File: config.mk
export PLATFORM = sky130hd
export DESIGN_NAME = curve_pixel_stepper
export DESIGN_NICKNAME = d
export VERILOG_FILES = /design/src/rtl/curve_pixel_stepper.sv
export SDC_FILE = /design/constraint.sdc
export NUM_CORES = 1
export LEC_CHECK = 0
export BUFFER_PORTS_ARGS = -buffer_cell sky130_fd_sc_hd__buf_2
export CORE_MARGIN = 1
export CORE_UTILIZATION = 50
export CTS_CLUSTER_SIZE = 10
export DETAILED_ROUTE_END_ITERATION = 10
export PLACE_DENSITY = 0.64
export SLEW_MARGIN = 5
export SYNTH_ARGS = -nofsm -noshare
export SYNTH_HDL_FRONTEND = slang
export SYNTH_SLANG_ARGS = --single-unit
File: constraint.sdc
create_clock -name clk -period 10.9 [get_ports clk]
set_clock_uncertainty 0.15 [all_clocks]
set_input_delay 2.18 -clock clk [delete_from_list [all_inputs] [get_ports clk]]
set_output_delay 2.18 -clock clk [all_outputs]
set_load 0.01 [all_outputs]
File: src/rtl/curve_pixel_stepper.sv
`timescale 1ns/1ps
// -----------------------------------------------------------------------------
// curve_pixel_stepper
//
// Sits behind the cubic Bezier point generator. Each accepted curve point is
// joined to the previously accepted point with a Bresenham line walk, so the
// rendered curve has no gaps. One framebuffer pixel write (x, y, linear
// address, colour) is presented per cycle under valid/ready backpressure.
// Pixels outside the visible display are clipped: they still cost one step
// cycle but never raise pixel_valid.
//
// Ports:
//   clk            system clock
//   reset_n        asynchronous active-low reset
//   point_valid    upstream presents a curve point
//   point_ready    point is accepted this cycle (high only while idle)
//   point_x/_y     point coordinates (unsigned)
//   point_first    point starts a new curve; it is drawn alone, no segment
//   point_color    colour of the segment ending at this point
//   pixel_valid    pixel write presented
//   pixel_ready    downstream accepts the pixel
//   pixel_x/_y     pixel coordinates
//   pixel_address  pixel_y*DISPLAY_WIDTH + pixel_x
//   pixel_color    colour latched with the point
//   busy           block is not idle
// -----------------------------------------------------------------------------
module curve_pixel_stepper #(
   parameter int X_WIDTH        = 10,
   parameter int Y_WIDTH        = 9,
   parameter int DISPLAY_WIDTH  = 640,
   parameter int DISPLAY_HEIGHT = 400,
   parameter int ADDR_WIDTH     = 18,
   parameter int COLOR_WIDTH    = 4
) (
   input  logic                   clk,
   input  logic                   reset_n,
   input  logic                   point_valid,
   output logic                   point_ready,
   input  logic [X_WIDTH-1:0]     point_x,
   input  logic [Y_WIDTH-1:0]     point_y,
   input  logic                   point_first,
   input  logic [COLOR_WIDTH-1:0] point_color,
   output logic                   pixel_valid,
   input  logic                   pixel_ready,
   output logic [X_WIDTH-1:0]     pixel_x,
   output logic [Y_WIDTH-1:0]     pixel_y,
   output logic [ADDR_WIDTH-1:0]  pixel_address,
   output logic [COLOR_WIDTH-1:0] pixel_color,
   output logic                   busy
);

   // Error term width: holds dx + dy and every intermediate err value.
   localparam int EW = X_WIDTH + 3;

   localparam logic [1:0] S_IDLE      = 2'd0;
   localparam logic [1:0] S_SETUP     = 2'd1;
   localparam logic [1:0] S_STEP      = 2'd2;
   localparam logic [1:0] S_EMIT_LAST = 2'd3;

   localparam logic [X_WIDTH-1:0]    X_ONE  = 1;
   localparam logic [Y_WIDTH-1:0]    Y_ONE  = 1;
   localparam logic [ADDR_WIDTH-1:0] STRIDE = ADDR_WIDTH'(DISPLAY_WIDTH);

   function automatic logic in_view(input logic [X_WIDTH-1:0] x,
                                    input logic [Y_WIDTH-1:0] y);
      return (32'(x) < DISPLAY_WIDTH) && (32'(y) < DISPLAY_HEIGHT);
   endfunction

   // Constant multiply by the row stride; for 640 this reduces to
   // (y << 9) + (y << 7) in synthesis.
   function automatic logic [ADDR_WIDTH-1:0] pix_addr(input logic [X_WIDTH-1:0] x,
                                                      input logic [Y_WIDTH-1:0] y);
      return ADDR_WIDTH'(y) * STRIDE + ADDR_WIDTH'(x);
   endfunction

   function automatic logic signed [EW-1:0] abs_s(input logic signed [EW-1:0] v);
      return (v < 0) ? -v : v;
   endfunction

   // One Bresenham advance; both axis decisions use the same e2.
   function automatic void bres_step(
      input  logic [X_WIDTH-1:0]  x,
      input  logic [Y_WIDTH-1:0]  y,
      input  logic signed [EW-1:0] e,
      input  logic signed [EW-1:0] dx,
      input  logic signed [EW-1:0] dy,
      input  logic                 x_neg,
      input  logic                 y_neg,
      output logic [X_WIDTH-1:0]  nx,
      output logic [Y_WIDTH-1:0]  ny,
      output logic signed [EW-1:0] ne);
      logic signed [EW:0]   e2;
      logic signed [EW-1:0] acc;
      e2  = {e[EW-1], e} <<< 1;
      acc = e;
      nx  = x;
      ny  = y;
      if (e2 >= dy) begin
         acc = acc + dy;
         nx  = x_neg ? x - X_ONE : x + X_ONE;
      end
      if (e2 <= dx) begin
         acc = acc + dx;
         ny  = y_neg ? y - Y_ONE : y + Y_ONE;
      end
      ne = acc;
   endfunction

   logic [1:0]             state;
   logic                   prev_valid;
   logic                   cand_vld_p1;   // output stage holds a candidate (visible or clipped)

   logic [X_WIDTH-1:0]     pt_x, prev_x;
   logic [Y_WIDTH-1:0]     pt_y, prev_y;
   logic                   pt_first;
   logic [COLOR_WIDTH-1:0] pt_color;
   logic signed [EW-1:0]   dx_p1, dy_p1, err_p1;
   logic                   xneg_p1, yneg_p1;

   logic signed [EW-1:0]   ddx, ddy, su_dx, su_dy, su_err;
   logic                   su_xneg, su_yneg;
   logic [X_WIDTH-1:0]     in_x, stp_x, cand_x;
   logic [Y_WIDTH-1:0]     in_y, stp_y, cand_y;
   logic signed [EW-1:0]   in_e, in_dx, in_dy, stp_err;
   logic                   in_xneg, in_yneg;
   logic                   accept, is_first, is_dup, consumed, at_end;
   logic                   seg_done, setup_first, setup_line, advance, load_cand;

   assign point_ready = (state == S_IDLE);
   assign busy        = (state != S_IDLE);

   always_comb begin
      // Differences are taken on zero-extended coordinates, so no wrap.
      ddx     = signed'(EW'(pt_x)) - signed'(EW'(prev_x));
      ddy     = signed'(EW'(pt_y)) - signed'(EW'(prev_y));
      su_dx   = abs_s(ddx);
      su_dy   = -abs_s(ddy);
      su_xneg = ddx < 0;
      su_yneg = ddy < 0;
      su_err  = su_dx + su_dy;

      // In SETUP the first step is taken from prev with fresh deltas, which
      // lets the first pixel appear two cycles after acceptance.
      if (state == S_SETUP) begin
         in_x = prev_x;  in_y = prev_y;  in_e = su_err;
         in_dx = su_dx;  in_dy = su_dy;  in_xneg = su_xneg;  in_yneg = su_yneg;
      end else begin
         in_x = pixel_x; in_y = pixel_y; in_e = err_p1;
         in_dx = dx_p1;  in_dy = dy_p1;  in_xneg = xneg_p1;  in_yneg = yneg_p1;
      end
      bres_step(in_x, in_y, in_e, in_dx, in_dy, in_xneg, in_yneg, stp_x, stp_y, stp_err);

      accept      = (state == S_IDLE) && point_valid;
      is_first    = pt_first || !prev_valid;
      is_dup      = (pt_x == prev_x) && (pt_y == prev_y);
      consumed    = cand_vld_p1 && (!pixel_valid || pixel_ready);
      at_end      = (pixel_x == pt_x) && (pixel_y == pt_y);
      seg_done    = ((state == S_STEP) || (state == S_EMIT_LAST)) && consumed && at_end;
      setup_first = (state == S_SETUP) && is_first;
      setup_line  = (state == S_SETUP) && !is_first && !is_dup;
      advance     = (state == S_STEP) && consumed && !at_end;
      load_cand   = setup_first || setup_line || advance;
      cand_x      = setup_first ? pt_x : stp_x;
      cand_y      = setup_first ? pt_y : stp_y;
   end

   // Control and output stage
   always_ff @(posedge clk or negedge reset_n) begin
      if (!reset_n) begin
         state         <= S_IDLE;
         prev_valid    <= 1'b0;
         cand_vld_p1   <= 1'b0;
         pixel_valid   <= 1'b0;
         pixel_x       <= '0;
         pixel_y       <= '0;
         pixel_address <= '0;
         pixel_color   <= '0;
      end else begin
         case (state)
            S_IDLE:  if (accept) state <= S_SETUP;
            S_SETUP: begin
               if (is_first)    state <= S_EMIT_LAST;
               else if (is_dup) state <= S_IDLE;
               else             state <= S_STEP;
            end
            default: if (seg_done) begin
               state      <= S_IDLE;
               prev_valid <= 1'b1;
            end
         endcase

         if (load_cand) begin
            cand_vld_p1   <= 1'b1;
            pixel_valid   <= in_view(cand_x, cand_y);
            pixel_x       <= cand_x;
            pixel_y       <= cand_y;
            pixel_address <= pix_addr(cand_x, cand_y);
            pixel_color   <= pt_color;
         end else if (seg_done) begin
            cand_vld_p1 <= 1'b0;
            pixel_valid <= 1'b0;
         end
      end
   end

   // Datapath registers
   always_ff @(posedge clk) begin
      if (accept) begin
         pt_x     <= point_x;
         pt_y     <= point_y;
         pt_first <= point_first;
         pt_color <= point_color;
      end
      if (setup_line) begin
         dx_p1   <= su_dx;
         dy_p1   <= su_dy;
         xneg_p1 <= su_xneg;
         yneg_p1 <= su_yneg;
      end
      if (setup_line || advance) err_p1 <= stp_err;
      if (seg_done) begin
         prev_x <= pt_x;
         prev_y <= pt_y;
      end
   end

endmodule

==> results of run 1 <==
## cell type report
class	instances	area, sq um
timing repair buffer	84	457
fill	1865	9140
tap	275	344
antenna	1	2.50
clock inverter	14	124
inverter	85	319
multi-input combinational	916	6700
sequential	123	3500
clock buffer	18	439
## how the worst max path moves through the flow
stage	endpoint	slack [ps]	depth (start not counted)
after floorplan	err_p1[12]	1380	51
after global placement	err_p1[11]	800	46
after detailed placement	err_p1[11]	540	48
after CTS	err_p1[11]	520	48
after global routing	err_p1[12]	20	47
final	err_p1[12]	690	47
## cell usage in the layout (no fill, tap or decap), types with 5 or more instances in the layout
master and instances:
mux2_2 27, or2_2 7, and2_1 10, o31ai_1 8, xor2_1 40, and3_1 9
buf_4 12, o21a_1 24, inv_1 83, nor2b_1 11, o21bai_1 7, nand4_1 12
a31oi_1 5, xnor2_1 73, o21ai_1 8, ha_1 110, o211ai_1 7, inv_6 7
nor2_1 70, o21ai_0 76, mux2_4 5, fa_1 9, nor3_1 20, dfrtp_1 39
nand2_1 135, nand2b_1 7, a21oi_1 74, buf_2 71, a211oi_1 5, edfxtp_1 84
a21o_1 25, nand3_1 21, mux2i_1 21, clkbuf_16 17
## critical path, delay by kind of cell, from the launching register on
kind	cells	cell delay, ps
and+or+nand+nor	9	990
buffers and inverters	4	480
xor gates and xnor gates	3	440
muxes	2	630
AOI/OAI and AO/OA	23	4740
DFF	1	440
adders and majority gates	6	2070
## flip-flops by register name, summed over array words and instances, names as in the netlist, 9 cells and up
register       flops
pixel_y            9
pt_y               9
prev_x            10
pixel_x           10
dy_p1             13
prev_y             9
err_p1            13
pt_x              10
pixel_address     11
dx_p1             13
## stage by stage
step           hold WS, ps  instance area [sq um]  total power, mW
2_1_floorplan          297                  10700             2.97
3_3_place_gp           308                  11300             3.52
3_5_place_dp           314                  11300             3.55
4_1_cts                333                  11900             4.15
5_1_grt                350                  11900             4.53
6_report               330                  11900             4.14
## cell families (layout without fill, tap and decap cells)
family | count (synthesis) | count (layout) | synth area share, %
and+or+nand+nor | 329 | 329 | 14.3
AOI/OAI and AO/OA | 291 | 291 | 17.7
buffers and inverters | 126 | 201 | 5.13
DFF | 123 | 123 | 32.7
adders and majority gates | 121 | 121 | 14.7
xor gates and xnor gates | 117 | 117 | 9.85
muxes | 54 | 54 | 5.60
other | 1 | 5 | 0.0350
## power groups by stage
stage	registers, mW	logic (mW)	clock network, mW
finish	0.751	2.83	0.560
global route	0.765	3.18	0.587
CTS	0.751	2.82	0.573
detailed placement	0.758	2.79	0
global placement	0.756	2.76	0
floorplan	0.760	2.20	0
## layer usage
layer / GRT usage [%] / up-vias / share of wire, %
met2: 43.9 / 194 / 48
met1: 33.0 / 4093 / 46
met5: 0 / - / 0
li1: - / 4278 / -
met3: 3.74 / 40 / 3.8
met4: 10.3 / 0 / 2.7
==> results.json, run 1 <==
{
  "coreArea_sq_mm": 0.0210,
  "cts_hold_buf": 0,
  "ys_top_cells_by_area": "edfxtp_1 (24%), ha_1 (13%), dfrtp_1 (9.1%)",
  "cts_resized": 0,
  "fin_crit_sh_pct": 93.6,
  "p_sw_mw": 1.92,
  "rsz0062_at_grt": "false",
  "hold_depth": 2,
  "path_class": "reg -> reg",
  "dp.cells": 1483,
  "ctsHtreeMaxLevel": 4,
  "io_pins": 72,
  "crit_fanout": 11,
  "yosys.area.top_type_share_pct": 23.5,
  "synth.most_common_cell": "nand2_1",
  "cts_setup_buffers": 0,
  "ys_ff_latch": 123,
  "start_util_pct": 51.0,
  "grt_max_degree": 61,
  "cts_tree": "done",
  "path_common_cell": "o21a_1",
  "drc": 0,
  "synth-edff-count": 84,
  "maxCapViolCount": 0,
  "ff2ff_setup_slack_ps": 690,
  "drt_pass1_iterations": 5,
  "clock_sinks": 123,
  "die_h_microns": 148,
  "finalNonFillerCells": 1516,
  "power.leakage_nw": 5.25,
  "ir_worst_vdd_mv": 0.433,
  "setup_violations": 0,
  "rows": 53,
  "nets": 1374,
  "synthesis.area_sq_mm": 0.0107,
  "wl_per_cell_microns": 18.2,
  "cp-startpoint": "pt_x[0]",
  "clock_power_share_pct": 13.5,
  "critPathLaunchType": "flip-flop",
  "p_comb_share_pct": 68.3,
  "final.setup.tns_ps": 0,
  "p_int_mw": 2.22,
  "slew_violations": 0,
  "drive_gt1_share_pct": 15.1,
  "grt-ovfl-total": 0,
  "ys_seq_area_share_pct": 32.7,
  "maxSlewHeadroom_pct": 18.1,
  "cts_max_path_buffers": 2,
  "syn_inst": 1162,
  "hold_path_class": "reg -> reg",
  "drt_iter0_drc": 392,
  "fmax_mhz": 98.0,
  "status": "completed",
  "required_ps": 10920,
  "cp-end-kind": "flip-flop",
  "die_w_microns": 148,
  "cpPeakStageDelay_ps": 490,
  "worst_slew_pin_slew_ps": 1220,
  "io_buffers": 71,
  "post-place-ws_ps": 536,
  "ys_types": 83,
  "final_util_pct": 56.5,
  "syn_avg_cell_area_sq_um": 9.22,
  "p_per_area_mw_per_mm2": 348,
  "synthArstFlopShare_pct": 31.7,
  "cts.clk_slew.worst_paths_ps": 60,
  "p_seq_share_pct": 18.1,
  "synth_top_flop_cell": "edfxtp_1",
  "hold_viol": 0,
  "cts-root-buf": "clkbuf_16",
  "reg2reg_to": "err_p1[12]",
  "antenna_found_initial": 0,
  "vias_per_cell": 5.68,
  "areaGrowthSynthToFinish_pct": 10.9,
  "hp-start": "cand_vld_p1",
  "cp_data_arrival_time_ps": 10230,
  "worst_path_max_delay_cell": "fa_1",
  "r2r_start": "pt_x[0]",
  "yosysTopAreaCell": "edfxtp_1",
  "dp_hpwl_microns": 20700,
  "ys_warn_count": 0,
  "post-route-min-period_ps": 10210,
  "clk_latency_ps": 440,
  "setup_ws_ps": 694,
  "switching_share_pct": 46.4,
  "cts_buffers": 17,
  "antenna_left": 0,
  "synth.top_cells.by_count": "nand2_1 (135), ha_1 (110), edfxtp_1 (84)",
  "dieArea_sq_mm": 0.0220,
  "grt_use_total_pct": 25.8,
  "hold_end": "cand_vld_p1",
  "wl_microns": 27500,
  "ff2ff_path_depth": 47,
  "routed-via-count": 8605,
  "grt_pass1_wl_microns": 43800,
  "first_global_vias": 8397,
  "place_congestion": 0.900
}
No activity file was read; power rests on OpenSTA's default activity.
==> inputs of run 2 (changes only) <==
--- a/config.mk
+++ b/config.mk
@@ -6,11 +6,14 @@
 export NUM_CORES = 1
 export LEC_CHECK = 0
 export BUFFER_PORTS_ARGS = -buffer_cell sky130_fd_sc_hd__buf_2
+export CAP_MARGIN = 20
 export CORE_MARGIN = 1
 export CORE_UTILIZATION = 50
 export CTS_CLUSTER_SIZE = 10
 export DETAILED_ROUTE_END_ITERATION = 10
 export PLACE_DENSITY = 0.64
+export RECOVER_POWER = 25
+export SKIP_LAST_GASP = 1
 export SLEW_MARGIN = 5
 export SYNTH_ARGS = -nofsm -noshare
 export SYNTH_HDL_FRONTEND = slang
==> run 2 against run 1 <==
Global-route usage increased by 0.12 points. The flow now finishes with violations (max-capacitance violations, max-slew violations). First-iteration DRC count increased by 7.1%. Cell count unchanged. Non-clock buffer count increased by 1. Register-to-register slack got worse by 20 ps. Flip-flop and latch count unchanged.
==> results.json, run 2 (synthesis results as in run 1) <==
{
  "clock_sinks": 123,
  "power.leakage_nw": 5.26,
  "wl_microns": 27200,
  "post-place-ws_ps": 555,
  "grt_max_degree": 61,
  "first_global_vias": 8383,
  "routed-via-count": 8550,
  "post_dp_cell_area_sq_mm": 0.0113,
  "critPathLaunchType": "flip-flop",
  "cts-root-buf": "clkbuf_16",
  "nets": 1375,
  "layout_common_cells": "nand2_1 (135), ha_1 (110), inv_1 (84), edfxtp_1 (84), o21ai_0 (77)",
  "r2r_start": "pt_x[0]",
  "path_class": "reg -> reg",
  "fin_area_sq_mm": 0.0119,
  "reg2reg_to": "err_p1[12]",
  "ctsHtreeMaxLevel": 4,
  "antenna_found_initial": 2,
  "dp.cells": 1484,
  "switching_share_pct": 46.1,
  "post-route-min-period_ps": 10230,
  "vias_per_cell": 5.64,
  "cts_setup_buffers": 0,
  "status": "complete, but fails checks",
  "hold_end": "cand_vld_p1",
  "met1_usage_pct": 32.8,
  "met2_usage_pct": 42.4,
  "path_common_cell": "a21oi_1",
  "cp_data_arrival_time_ps": 10270,
  "rsz0062_at_grt": "false",
  "cts.clk_slew.worst_paths_ps": 60,
  "die_h_microns": 148,
  "hold_path_class": "reg -> reg",
  "setup_ws_ps": 670,
  "die_w_microns": 148,
  "cts_tree": "done",
  "worst_path_max_delay_cell": "o21ai_0",
  "io_pins": 72,
  "cp_top_family": "compound AO/OA/AOI/OAI gates",
  "insertedDiodeCount": 0,
  "layout_commonest_cell": "nand2_1",
  "cts_resized": 0,
  "ir_worst_vdd_mv": 0.412,
  "path_buf_inv": 5,
  "worst_slew_pin_slew_ps": 2190,
  "hp-start": "cand_vld_p1",
  "cts_buffers": 17,
  "cp-end-kind": "flip-flop",
  "grt_util_met3_pct": 5.18,
  "rows": 53,
  "areaGrowthSynthToFinish_pct": 11.1,
  "p_int_mw": 2.23,
  "p_per_area_mw_per_mm2": 348,
  "coreArea_sq_mm": 0.0210,
  "drt_pass1_iterations": 5,
  "clock_power_share_pct": 14.1,
  "drc": 0,
  "final.setup.tns_ps": 0,
  "slew_violations": 40,
  "violations": "max-capacitance violations, max-slew violations",
  "reg_top3": "dx_p1: 13 flops, dy_p1: 13 flops, err_p1: 13 flops",
  "setup_violations": 0,
  "required_ps": 10940,
  "dp_hpwl_microns": 20700,
  "maxCapViolCount": 1,
  "ff2ff_setup_slack_ps": 670,
  "finalNonFillerCells": 1516,
  "crit_fanout": 11,
  "grt-ovfl-total": 0,
  "drive_gt1_share_pct": 14.9,
  "grt_use_total_pct": 26.0,
  "cts_max_path_buffers": 2,
  "hold_viol": 0,
  "final_util_pct": 56.6,
  "wl_per_cell_microns": 17.9,
  "fmax_mhz": 97.8,
  "clk_latency_ps": 440,
  "start_util_pct": 51.0,
  "grt_pass1_wl_microns": 43700,
  "io_buffers": 71,
  "dieArea_sq_mm": 0.0220,
  "drt_iter0_drc": 420,
  "grt.busiest_layer": "met2",
  "fin_crit_sh_pct": 93.9,
  "place_congestion": 0.900,
  "hold_depth": 2,
  "p_seq_share_pct": 18.1,
  "ff2ff_path_depth": 49,
  "cts_hold_buf": 0,
  "antenna_left": 0,
  "maxSlewHeadroom_pct": -46.2,
  "cpPeakStageDelay_ps": 480,
  "p_comb_share_pct": 67.8,
  "p_sw_mw": 1.91
}
-- run 2: how the worst max path moves through the flow --
stage	from	end	slack [ps]	cells past startpoint
floorplan	pt_x[0]	err_p1[12]	1380	51
global placement	pt_x[0]	err_p1[11]	800	46
detailed placement	pt_x[0]	err_p1[11]	550	48
CTS	pt_x[0]	err_p1[11]	540	48
global route	pt_x[0]	err_p1[12]	30	49
finish	pt_x[0]	err_p1[12]	670	49
-- run 2: cell type report --
type                            count  area [sq um]
Tap cell                          275           344
Fill cell                        1838          9120
Clock buffer                       18           429
Inverter                           85           319
Timing Repair Buffer               85           463
Sequential cell                   123          3500
Clock inverter                     14           150
Multi-Input combinational cell    916          6700
-- run 2: per-stage QoR --
| step | hold WS (ps) | power, mW |
|---|---|---|
| after floorplan | 297 | 2.97 |
| after global placement | 308 | 3.52 |
| after detailed placement | 314 | 3.55 |
| after CTS | 334 | 4.15 |
| after global routing | 353 | 4.54 |
| final | 330 | 4.14 |
-- run 2: metal layers --
layer	part of all wire, %	routed length, microns
met5	0.081	22
met4	3.8	1030
met3	4.8	1310
met2	47	12700
met1	45	12100
-- run 2: power by group through the flow --
stage	Sequential, mW	Combinational, mW	Clock [mW]
2_1_floorplan	0.760	2.20	0
3_3_place_gp	0.756	2.76	0
3_5_place_dp	0.759	2.79	0
4_1_cts	0.752	2.81	0.590
5_1_grt	0.766	3.17	0.607
6_report	0.751	2.81	0.583
-- run 2: worst min-delay path: stages (launching register included) --
cell and delay (ps):
dfrtp_1 340, nand2_1 50, nand2_1 50
==> inputs of run 3 (changes only) <==
--- a/config.mk
+++ b/config.mk
@@ -5,13 +5,14 @@
 export SDC_FILE = /design/constraint.sdc
 export NUM_CORES = 1
 export LEC_CHECK = 0
+export ABC_AREA = 1
 export BUFFER_PORTS_ARGS = -buffer_cell sky130_fd_sc_hd__buf_2
 export CAP_MARGIN = 20
 export CORE_MARGIN = 1
 export CORE_UTILIZATION = 50
 export CTS_CLUSTER_SIZE = 10
 export DETAILED_ROUTE_END_ITERATION = 10
-export PLACE_DENSITY = 0.64
+export PLACE_DENSITY = 0.73
 export RECOVER_POWER = 25
 export SKIP_LAST_GASP = 1
 export SLEW_MARGIN = 5
==> run 3 against run 2 <==
The run still ends with max-capacitance violations, max-slew violations left. Wire length shrank 0.87%. Area after synthesis up 0.76%. Die area up 0.75%. Global-route usage is 0.35 points lower. Power down 22%. Combinational power down 30%. Critical path type unchanged. Critical endpoint is now pixel_address[17].
==> results.json, run 3 <==
{
  "cts-root-buf": "clkbuf_16",
  "critPathLaunchType": "flip-flop",
  "fin_crit_sh_pct": 86.9,
  "cts_tree": "done",
  "die_w_microns": 149,
  "setup_violations": 0,
  "cts_max_path_buffers": 2,
  "drt_pass1_iterations": 7,
  "antenna_found_initial": 0,
  "synth.top_cells.by_count": "nand2_1 (344), inv_1 (199), ha_1 (110)",
  "drive_gt1_share_pct": 12.0,
  "status": "complete, but fails checks",
  "violations": "max-capacitance violations, max-slew violations",
  "cpPeakStageDelay_ps": 470,
  "syn_inst": 1400,
  "layout_commonest_cell": "nand2_1",
  "die_h_microns": 149,
  "hold_viol": 0,
  "io_buffers": 71,
  "post_dp_cell_area_sq_mm": 0.0113,
  "layout_common_cells": "nand2_1 (343), inv_1 (200), ha_1 (110), o21ai_0 (103)",
  "slew_violations": 31,
  "cts.clk_slew.worst_paths_ps": 60,
  "drt_iter0_drc": 619,
  "fmax_mhz": 106,
  "nets": 1612,
  "required_ps": 11100,
  "setup_ws_ps": 1430,
  "cts_hold_buf": 0,
  "cts_setup_buffers": 0,
  "rsz0062_at_grt": "false",
  "reg_top3": "dx_p1: 13 flops, dy_p1: 13 flops, err_p1: 13 flops",
  "dieArea_sq_mm": 0.0222,
  "ys_ff_latch": 123,
  "grt-ovfl-total": 0,
  "synth-edff-count": 84,
  "worst_slew_pin_slew_ps": 1870,
  "ir_worst_vdd_mv": 0.309,
  "path_class": "reg -> reg",
  "fill_cells": 1917,
  "synth.most_common_cell": "nand2_1",
  "grt_use_total_pct": 25.6,
  "dp_hpwl_microns": 20700,
  "crit_fanout": 23,
  "yosysTopAreaCell": "edfxtp_1",
  "hold_path_class": "reg -> reg",
  "synthArstFlopShare_pct": 31.7,
  "ys_top_cells_by_area": "edfxtp_1 (23%), ha_1 (13%), nand2_1 (12%)",
  "first_global_vias": 9102,
  "whs_ps": 309,
  "maxSlewHeadroom_pct": -24.9,
  "syn_avg_cell_area_sq_um": 7.71,
  "routed-via-count": 9300,
  "final.setup.tns_ps": 0,
  "areaGrowthSynthToFinish_pct": 10.7,
  "ys_seq_area_share_pct": 32.4,
  "post-route-min-period_ps": 9470,
  "cts_buffers": 17,
  "maxCapViolCount": 1,
  "synth_top_flop_cell": "edfxtp_1",
  "p_per_area_mw_per_mm2": 272,
  "cp-end-kind": "flip-flop",
  "grt_max_degree": 77,
  "clk_latency_ps": 420,
  "coreArea_sq_mm": 0.0211,
  "path_common_cell": "inv_1",
  "ctsHtreeMaxLevel": 4,
  "cp_data_arrival_time_ps": 9670,
  "vias_per_cell": 5.31,
  "post-place-ws_ps": 1530,
  "power.leakage_nw": 5.99,
  "ys_types": 53,
  "rows": 53,
  "power_mw": 3.25,
  "ys_warn_count": 0,
  "cts_resized": 0,
  "drc": 0,
  "grt_pass1_wl_microns": 44600,
  "synthesis.area_sq_mm": 0.0108,
  "start_util_pct": 51.2,
  "clock_sinks": 123,
  "fin_area_sq_mm": 0.0119,
  "io_pins": 72,
  "worst_path_max_delay_cell": "fa_1",
  "wl_microns": 26900,
  "antenna_left": 0,
  "insertedDiodeCount": 0,
  "place_congestion": 0.914,
  "wl_per_cell_microns": 15.4,
  "yosys.area.top_type_share_pct": 23.4
}
[run 3: changes by cell type after synthesis, sizes merged, moves of 21 or more]
cell / delta
nand2: +226
inv: +120
nand3: +49
xnor2: -47
o21ai: +44
mux2: -32
xor2: +25
a21o: -22
mux2i: -22
o21a: -21
[run 3: layout make-up]
class / instances / area [sq um] / share of cell area (%)
Clock buffer: 18 / 439 / 3.68
Inverter: 208 / 782 / 6.55
Timing Repair Buffer: 82 / 434 / 3.64
Tap cell: 275 / 344 / 2.88
Clock inverter: 14 / 161 / 1.35
Sequential cell: 123 / 3500 / 29.3
Multi-Input combinational cell: 1033 / 6280 / 52.6
[run 3: routing by layer]
metal	vias to the layer above	global-route usage (%)	routed length, microns	share of wire, %
met3	46	3.58	1440	5.3
met1	4250	33.1	12000	45
li1	4739	-	-	-
met5	-	0	0	0
met4	0	9.08	649	2.4
met2	265	43.6	12800	48
[run 3: cell families (layout without fill, tap and decap cells)]
family	after synthesis	in the layout	synth area share [%]
adder cells (fa/ha/maj)	119	119	14.4
AND/OR/NAND/NOR	564	564	22.9
buffers and inverters	247	322	9.58
AO/OA/AOI/OAI	251	251	12.9
flip-flops	123	123	32.4
other	1	4	0.0347
XOR/XNOR	95	95	7.78
[run 3: worst paths after layout]
| kind | startpoint | endpoint | slack [ps] | cells after the start |
|---|---|---|---|---|
| max | pt_y[0] | pixel_address[17] | 1430 | 53 |
| min in group asynchronous | reset_n | pixel_x[1] | 1730 | 1 |
| min | pt_color[1] | pixel_color[1] | 310 | 2 |
| max reg2reg | pt_y[0] | pixel_address[17] | 1430 | 53 |
| max in group asynchronous | reset_n | pixel_address[7] | 8290 | 1 |
| min reg2reg | pt_color[1] | pixel_color[1] | 310 | 2 |
[run 3: report_power, final]
group / leakage [nW] / total (mW) / switching, mW / internal, mW
Sequential: 1.24 / 0.679 / 0.0657 / 0.614
Combinational: 4.45 / 1.98 / 1.22 / 0.763
Clock: 0.297 / 0.586 / 0.237 / 0.349
[run 3: critical path: cells and delay by family, from the launching register on]
| family | cells | cell delay, ps |
|---|---|---|
| simple gates | 24 | 3520 |
| fa+ha+maj | 8 | 2350 |
| buf+inv | 13 | 1420 |
| xor+xnor | 4 | 810 |
| compound gates | 4 | 680 |
| flops | 1 | 440 |
[run 3: through the flow]
stage          instances  util (%)
2_1_floorplan       1403         -
3_3_place_gp        1721      53.8
3_5_place_dp        1721      53.8
4_1_cts             1753      56.7
5_1_grt             1753      56.6
6_report            1753      56.6
